[config.mk]
export PLATFORM = sky130hd
export DESIGN_NAME = vga_sram_arbiter
export DESIGN_NICKNAME = d
export VERILOG_FILES = /design/src/rtl/vga_sram_pkg.sv /design/src/rtl/arb_sat_counter.sv /design/src/rtl/vga_sram_arbiter.sv
export SDC_FILE = /design/constraint.sdc
export NUM_CORES = 1
export LEC_CHECK = 0
export ABC_AREA = 1
export BUFFER_PORTS_ARGS = -buffer_cell sky130_fd_sc_hd__buf_2
export CAP_MARGIN = 25
export CORE_MARGIN = 2
export CORE_UTILIZATION = 53
export DETAILED_ROUTE_END_ITERATION = 8
export PLACE_DENSITY = 0.95
export SYNTH_ARGS = -nofsm -noshare
export SYNTH_HDL_FRONTEND = slang
export SYNTH_SLANG_ARGS = --single-unit
[constraint.sdc]
create_clock -name clk -period 3.05 [get_ports clk]
set_input_delay 0.1525 -clock clk [delete_from_list [all_inputs] [get_ports clk]]
set_output_delay 0.1525 -clock clk [all_outputs]
set_load 0.005 [all_outputs]
[src/rtl/vga_sram_pkg.sv]
// Shared types for the VGA/CPU SRAM arbiter.
// Latency: none (types, constants and a pure helper only).
// Backpressure: n/a.
package vga_sram_pkg;

  typedef enum logic [1:0] {ARB_IDLE, ARB_ISSUE, ARB_WAIT} arb_state_t;
  typedef enum logic {OWN_VGA, OWN_CPU} arb_owner_t;

  // Encoding of the VGA controller's active-display state.
  localparam logic [1:0] VGA_ACTIVE = 2'd2;

  // Turns a VGA controller state into the arbiter's vga_active input.
  function automatic logic is_vga_active(input logic [1:0] vga_state);
    return vga_state == VGA_ACTIVE;
  endfunction

endpackage

[src/rtl/arb_sat_counter.sv]
// Saturating up-counter with synchronous clear; clear wins over increment.
// Latency: count updates one cycle after clr/inc.
// Backpressure: none; holds at MAX while inc stays high.
// Ports: clk, nrst (async active-low), clr, inc, count[W-1:0].
module arb_sat_counter #(
  parameter int MAX = 8,
  parameter int W   = $clog2(MAX + 1)
) (
  input  logic         clk,
  input  logic         nrst,
  input  logic         clr,
  input  logic         inc,
  output logic [W-1:0] count
);

  localparam logic [W-1:0] MAX_V = W'(MAX);

  always_ff @(posedge clk or negedge nrst) begin
    if (!nrst) begin
      count <= '0;
    end else if (clr) begin
      count <= '0;
    end else if (inc && (count != MAX_V)) begin
      count <= count + W'(1);
    end
  end

endmodule

[src/rtl/vga_sram_arbiter.sv]
// Shares one SRAM port between the VGA fetcher and the CPU; one access at a time.
// Latency: request seen in IDLE at N -> strobe at N+1 -> ack at N+3 minimum; aborts after TIMEOUT WAIT cycles.
// Backpressure: requesters hold req until their one-cycle ack; sram_busy stretches WAIT.
// Ports: VGA req/ack (vga_read, vga_address, vga_data, vga_ack), CPU req/ack
// (cpu_read/write, address, wdata, byte_sel, cpu_rdata, cpu_ack), timeout_err,
// SRAM command side (sram_read/write strobes, address, wdata, byte_sel, rdata, busy).
module vga_sram_arbiter
  import vga_sram_pkg::*;
#(
  parameter int STARVE_LIMIT = 8,
  parameter int TIMEOUT      = 64
) (
  input  logic        clk,
  input  logic        nrst,
  input  logic        vga_active,
  input  logic        vga_read,
  input  logic [31:0] vga_address,
  output logic [31:0] vga_data,
  output logic        vga_ack,
  input  logic        cpu_read,
  input  logic        cpu_write,
  input  logic [31:0] cpu_address,
  input  logic [31:0] cpu_wdata,
  input  logic [3:0]  cpu_byte_sel,
  output logic [31:0] cpu_rdata,
  output logic        cpu_ack,
  output logic        timeout_err,
  output logic        sram_read,
  output logic        sram_write,
  output logic [31:0] sram_address,
  output logic [31:0] sram_wdata,
  output logic [3:0]  sram_byte_sel,
  input  logic [31:0] sram_rdata,
  input  logic        sram_busy
);

  localparam int STARVE_W = $clog2(STARVE_LIMIT + 1);
  localparam int WAIT_W   = $clog2(TIMEOUT);
  localparam logic [STARVE_W-1:0] STARVE_MAX = STARVE_W'(STARVE_LIMIT);
  localparam logic [WAIT_W-1:0]   WAIT_LAST  = WAIT_W'(TIMEOUT - 1);

  arb_state_t          state;
  arb_owner_t          owner;
  logic                is_write;
  logic [STARVE_W-1:0] starve_cnt;
  logic [WAIT_W-1:0]   wait_cnt;

  logic cpu_req;
  logic cpu_want;
  logic vga_want;
  logic starve_full;
  logic in_wait;
  logic grant_vga;
  logic grant_cpu;

  assign cpu_req     = cpu_read | cpu_write;
  // A requester being acked this cycle still shows its old request; mask it.
  assign cpu_want    = cpu_req & ~cpu_ack;
  assign vga_want    = vga_read & ~vga_ack;
  assign starve_full = (starve_cnt == STARVE_MAX);
  assign in_wait     = (state == ARB_WAIT);

  // During active display a masked (just-acked) VGA request still blocks the
  // CPU, so the CPU only gets in through the starvation limit. Outside active
  // display the mask lets VGA in on the CPU's ack cycle.
  always_comb begin
    grant_vga = 1'b0;
    grant_cpu = 1'b0;
    if (state == ARB_IDLE) begin
      if (vga_active) begin
        if (cpu_want && starve_full) begin
          grant_cpu = 1'b1;
        end else if (vga_read) begin
          grant_vga = vga_want;
        end else begin
          grant_cpu = cpu_want;
        end
      end else begin
        if (cpu_want) begin
          grant_cpu = 1'b1;
        end else begin
          grant_vga = vga_want;
        end
      end
    end
  end

  // Starvation counts VGA grants taken while the CPU is asking at all (raw
  // request), so a VGA grant on the CPU's own ack cycle also counts.
  arb_sat_counter #(.MAX(STARVE_LIMIT), .W(STARVE_W)) u_starve (
    .clk   (clk),
    .nrst  (nrst),
    .clr   (grant_cpu | ~cpu_req),
    .inc   (grant_vga & cpu_req),
    .count (starve_cnt)
  );

  // Zero on the first WAIT cycle; reaches TIMEOUT-1 on the last allowed one.
  arb_sat_counter #(.MAX(TIMEOUT - 1), .W(WAIT_W)) u_wait (
    .clk   (clk),
    .nrst  (nrst),
    .clr   (~in_wait),
    .inc   (in_wait),
    .count (wait_cnt)
  );

  always_ff @(posedge clk or negedge nrst) begin
    if (!nrst) begin
      state         <= ARB_IDLE;
      owner         <= OWN_VGA;
      is_write      <= 1'b0;
      sram_read     <= 1'b0;
      sram_write    <= 1'b0;
      sram_address  <= '0;
      sram_wdata    <= '0;
      sram_byte_sel <= '0;
      vga_ack       <= 1'b0;
      vga_data      <= '0;
      cpu_ack       <= 1'b0;
      cpu_rdata     <= '0;
      timeout_err   <= 1'b0;
    end else begin
      vga_ack     <= 1'b0;
      cpu_ack     <= 1'b0;
      timeout_err <= 1'b0;
      case (state)
        ARB_IDLE: begin
          if (grant_cpu) begin
            owner         <= OWN_CPU;
            is_write      <= cpu_write;
            sram_address  <= cpu_address;
            sram_wdata    <= cpu_wdata;
            sram_byte_sel <= cpu_byte_sel;
            sram_read     <= ~cpu_write;   // read+write together is a write
            sram_write    <= cpu_write;
            state         <= ARB_ISSUE;
          end else if (grant_vga) begin
            owner         <= OWN_VGA;
            is_write      <= 1'b0;
            sram_address  <= vga_address;
            sram_wdata    <= '0;
            sram_byte_sel <= 4'hF;
            sram_read     <= 1'b1;
            sram_write    <= 1'b0;
            state         <= ARB_ISSUE;
          end
        end
        ARB_ISSUE: begin
          sram_read  <= 1'b0;
          sram_write <= 1'b0;
          state      <= ARB_WAIT;
        end
        ARB_WAIT: begin
          // Completion takes priority over the timeout on the same cycle.
          if (!sram_busy || (wait_cnt == WAIT_LAST)) begin
            state       <= ARB_IDLE;
            timeout_err <= sram_busy;
            if (owner == OWN_VGA) begin
              vga_ack  <= 1'b1;
              vga_data <= sram_busy ? 32'h0 : sram_rdata;
            end else begin
              cpu_ack <= 1'b1;
              if (sram_busy) begin
                cpu_rdata <= 32'h0;
              end else if (!is_write) begin
                cpu_rdata <= sram_rdata;
              end
            end
          end
        end
        default: state <= ARB_IDLE;
      endcase
    end
  end

endmodule
### After elaboration in Yosys (flattened, before gate mapping)

Index checks and enable logic that the tools add are counted.
W data, S select, Z words.

* bits in registers: 151

* add/subtract/negate cells: 2
* reduce and logical (&&, ||, !) cells: 14
* eq/ne operators: 10
* muxes and demuxes: 42
* bitwise operators: 10

Operators by type and width (count)
* $mux W32: 7
* $mux W1: 23
* $mux W4: 4
* $mux W6: 2
* $add A6 B1 Y6 const B: 1
* $eq A6 B6 Y1 const B: 1
* $mux W2: 3
* $ne A2 B2 Y1 const B: 3
* $ne A6 B6 Y1 const B: 1
* $pmux W2 S3: 1
* $reduce_and A2 Y1: 3
* $reduce_bool A2 Y1: 3
* $not A1 Y1: 5
* $add A4 B1 Y4 const B: 1
* $eq A4 B4 Y1 const B: 1
* $ne A4 B4 Y1 const B: 1
* $pmux W1 S2: 2
* $reduce_and A4 Y1: 1
* $and A1 B1 Y1: 3
* $logic_and A1 B1 Y1: 3
* $ne A3 B3 Y1 const B: 1
* $reduce_and A3 Y1: 1
* $eq A2 B1 Y1 const B: 1
* $eq A2 B2 Y1 const B: 1
* other kinds (4): 5

### Longest topological paths before layout

* depth after elaboration: 10
* gate-level depth with buffers: 12
* mapped depth without buffers: 10

### By module

Synthesis repeated with hierarchy kept, for this count alone.

* cells, all modules: 783
* area total of the unflattened synthesis: 6546.3 µm²

By module, submodules not included
* vga_sram_arbiter: times used 1, sequential area each 3528.4 µm², area an instance 5900.7 µm², cells an instance 697
* arb_sat_counter at u_wait: times used 1, sequential area each 150.1 µm², area an instance 386.6 µm², cells an instance 52
* arb_sat_counter at u_starve: times used 1, sequential area each 100.1 µm², area an instance 259.0 µm², cells an instance 34

### Worst setup path before layout

Ideal clock, no wire load.

* path type: flip-flop to flip-flop
* from: reg u_starve.count[0]
* to: reg sram_address[13]
* arrival time: 1.405 ns
* setup time: 0.117 ns
* stages on the path, launching flop included: 12
* clock period less this slack: 1.521 ns
* slack: 1.529 ns
* path buffers: 2
* cell sequence: dfrtp_1 > inv_1 > ha_1 > nand3_2 > nand3_4 > nand2_2 > buf_4 > buf_4 > nand2_1 > nand2_1 > nand2_1 > nand2_1

* cells in the longest elaborated chain, start to end: 7
* elaborated cells between the ends (all ways): 11
* those cells by class: eq/ne: 1; mux: 7; reduce/logical: 3

Ends and longest elaborated chain
* start: declaration: RTL line arb_sat_counter.sv:13 `output logic [W-1:0] count`
* start signal: assignment: RTL line arb_sat_counter.sv:24 `count <= count + W'(1);`
* $eq A4 B4 Y1 (*): RTL line vga_sram_arbiter.sv:60 `assign starve_full = (starve_cnt == STARVE_MAX);`
* $logic_and A1 B1 Y1 (*): RTL line vga_sram_arbiter.sv:71 `if (cpu_want && starve_full) begin`
* $mux W1: RTL line vga_sram_arbiter.sv:71
* $mux W1: RTL line vga_sram_arbiter.sv:70 `if (vga_active) begin`
* $mux W1: RTL line vga_sram_arbiter.sv:69 `if (state == ARB_IDLE) begin`
* $reduce_bool A2 Y1 (no line)
* $reduce_and A2 Y1 (no line)
* end signal: assignment: RTL line vga_sram_arbiter.sv:131 `sram_address <= cpu_address;`
* end signal: assignment: RTL line vga_sram_arbiter.sv:140 `sram_address <= vga_address;`
* end: declaration: RTL line vga_sram_arbiter.sv:30 `output logic [31:0] sram_address,`

Mark *: on every way between the ends. The rest lies on a longest branch, timed or not.
A chain may end at the register's enable or synchronous reset.

### Worst setup path in the final report

* from: reg u_starve.count[0]
* to: reg sram_wdata[10]

* cells in the longest elaborated chain, start to end: 7
* elaborated cells between the ends (all ways): 11
* those cells by class: eq/ne: 1; mux: 7; reduce/logical: 3

Ends and longest elaborated chain
* $eq A4 B4 Y1 (*): RTL line vga_sram_arbiter.sv:60
* $logic_and A1 B1 Y1 (*): RTL line vga_sram_arbiter.sv:71
* $mux W1: RTL line vga_sram_arbiter.sv:71
* $mux W1: RTL line vga_sram_arbiter.sv:70
* $mux W1: RTL line vga_sram_arbiter.sv:69
* $reduce_bool A2 Y1 (no line)
* $reduce_and A2 Y1 (no line)
* end signal: assignment: RTL line vga_sram_arbiter.sv:132 `sram_wdata <= cpu_wdata;`
* end: declaration: RTL line vga_sram_arbiter.sv:31 `output logic [31:0] sram_wdata,`

Marked as above.

==> impl_metrics.ini <==
[floorplanning]
start_util_pct = 54.7
die_y_um = 119
coreArea_um2 = 12700
die_w_um = 119
die-area_um2 = 14100
fp-row-count = 41
pin_count = 276

[worst_setup_path]
critPathKind = flip-flop to flip-flop
critPathCaptureType = flip-flop
r2r-start = u_starve.count[0]
reg2regPathDepth = 9
worstPathMaxFanout = 34
r2r_slack_ps = 700
rr_endpoint = sram_wdata[10]
cp.required_ps = 3400
arrival_ps = 2700
startpoint_type = flip-flop

[sta]
post-route-min-period_ps = 2350
clock_skew_ps = 9.97
worst-slew-pin-transition_ps = 712
final_hold_viol_count = 0
setup_viol = 0
fin_setup_tns_ps = 0
fin_crit_sh_pct = 77.0
drv_slew = 0
slew_headroom_pct = 52.5
fin_worst_hold_slack_ps = 7.49
rsz0062_at_grt = no
fmax_mhz = 426

[synth]
netlist_area_um2 = 6950
synth_fp_nets = 999
synthFlopType = dfrtp_1
synthTopCellsByArea = dfrtp_1 54%, nand2_1 22%, nand4_1 5.8%
synth-seq-cells = 151
synth-edff-count = 0
yosysTopAreaCell = dfrtp_1
synth_commonest_cells = 409 x nand2_1, 151 x dfrtp_1, 65 x nand4_1
yosysWarnings = 0
netlist-cell-type-count = 27
synth_top_area_share_pct = 54.3
synth_area_per_cell_um2 = 8.11
ys_seq_area_share_pct = 54.3
synth_cells = 857
async_reset_ff_share_pct = 100
yosysMostFrequentCell = nand2_1

[finish]
drive_above_1_share_pct = 28.5
fillers = 801
final_core_util_pct = 74.9
nets = 1308
area.growth.synth_to_final_pct = 37.0
stdcell_area_um2 = 9530

[min_path]
whs_path_depth = 5
worstHoldStart = vga_address[24]
hold_path_end = sram_address[24]
hp-class = input pin to flip-flop

[placed_design]
dpl-instance-area_um2 = 8320
dp_hpwl_mm = 14.1
portBuffers = 275
routabilityCongestion = 0.846

[global_routing]
grt_overflow = 0
grt_pass1_wl_mm = 39.9
antenna_found_initial = 5
grt_pass1_vias = 7563
grtUsageTotal_pct = 36.6
grt_max_degree = 77

[clocking]
cts_resized = 0
clk_pin_slew_ps = 70
htreeDepth = 4
cts.path.max_buffers = 2
post_cts_buffers = 0
clk_latency_ps = 430
cts_tree = yes
clkSinkCount = 151
root_buffer = clkbuf_16
ctsHoldBuffers = 56
cts-buffers-inserted = 17

[route]
postRouteWirelength_mm = 25.8
drt_iter0_drc = 1214
vias = 7708
drt-wirelength-per-cell_um = 19.0
ant_nets = 0
drcViolationCount = 0
dr.pass1.iters = 6
viasPerCell = 5.67

[run_status]
status = finished clean

[pwr]
p_sw_share_pct = 40.4
peakVddDrop_v = 0.000577
p_leak_uw = 0.00559
p_comb_share_pct = 39.1
power_switching_uw = 3740
sequentialPowerShare_pct = 36.6
p_per_area_nw_per_um2 = 971
p_int_uw = 5510
pwr-share-clk_pct = 24.3

[flow_run]
maxCapViolations = 0
-- power by group through the flow --
stage | clock (µW) | sequential (µW) | combinational (µW)
after floorplan | 0 | 3380 | 1840
after global placement | 0 | 3310 | 3150
after detailed placement | 0 | 3320 | 3280
after CTS | 2230 | 3320 | 3400
after global routing | 2350 | 3450 | 3920
final | 2250 | 3390 | 3610
-- critical path, cell delays in order (launching register included) --
cell,delay [ps]
dfrtp_1,370
inv_1,80
ha_1,210
nand3_2,120
nand3_4,80
nand2_2,320
nand2_2,120
inv_2,450
nand2_1,270
nand2_1,230
-- cell type report --
| type | instances | area [µm²] | share of cell area (%) |
|---|---|---|---|
| multi-input cells | 604 | 2650 | 27.8 |
| repair buffers | 343 | 2060 | 21.6 |
| clock inverters | 13 | 179 | 1.88 |
| inverters | 49 | 184 | 1.93 |
| diodes | 8 | 20.0 | 0.210 |
| clock buffers | 19 | 443 | 4.65 |
| flip-flops and latches | 151 | 3780 | 39.7 |
| well taps | 172 | 215 | 2.26 |
-- registers in the layout, summed over array words and instances (netlist names) --
name,count
state,2
sram_byte_sel,4
vga_data,32
u_wait.count,6
sram_address,32
is_write,1
owner,1
sram_wdata,32
cpu_rdata,32
cpu_ack,1
u_starve.count,4
vga_ack,1
sram_write,1
sram_read,1
timeout_err,1
-- layer usage --
layer | wire, µm | track usage, %
met1 | 8570 | 39.9
met5 | 0 | 0
met4 | 1990 | 23.7
met3 | 2970 | 14.4
met2 | 12300 | 59.2
-- metrics by stage --
| stage | instances | setup WS (ps) | power [µW] |
|---|---|---|---|
| after detailed placement | 1263 | 727 | 6590 |
| after global placement | 1263 | 802 | 6450 |
| final | 1359 | 701 | 9250 |
| after CTS | 1351 | 716 | 8940 |
| after global routing | 1356 | 559 | 9710 |
| after floorplan | 857 | 1530 | 5220 |
-- cells by family (layout without fill, tap and decap cells) --
group           count (synthesis)  count (layout)  synth area share (%)
simple gates                  586             586                  36.2
flops                         151             151                  54.3
buf+inv                       102             424                  7.58
compound gates                 14              14                  1.21
fa+ha+maj                       3               3                 0.540
xor+xnor                        1               1                 0.126
other cells                     0               8                     0
-- how the worst max path moves through the flow --
| stage | start | endpoint | slack [ps] | depth (start not counted) |
|---|---|---|---|---|
| after floorplan | u_starve.count[0] | sram_address[13] | 1530 | 11 |
| after global placement | owner | cpu_rdata[11] | 800 | 5 |
| after detailed placement | owner | cpu_rdata[12] | 730 | 5 |
| after CTS | owner | cpu_rdata[19] | 720 | 5 |
| after global routing | owner | cpu_rdata[20] | 560 | 5 |
| final | u_starve.count[0] | sram_wdata[10] | 700 | 9 |
-- placed cells by master (no fill, tap or decap), types with 8 or more instances in the layout --
cell type,n
clkbuf_16,17
nand4_1,65
o21ai_0,8
dlygate4sd3_1,56
inv_1,42
buf_2,274
dfrtp_1,151
buf_4,10
nor2_1,56
diode_2,8
nand2_1,409
nand3_1,43
No activity file was read; power rests on OpenSTA's default activity.
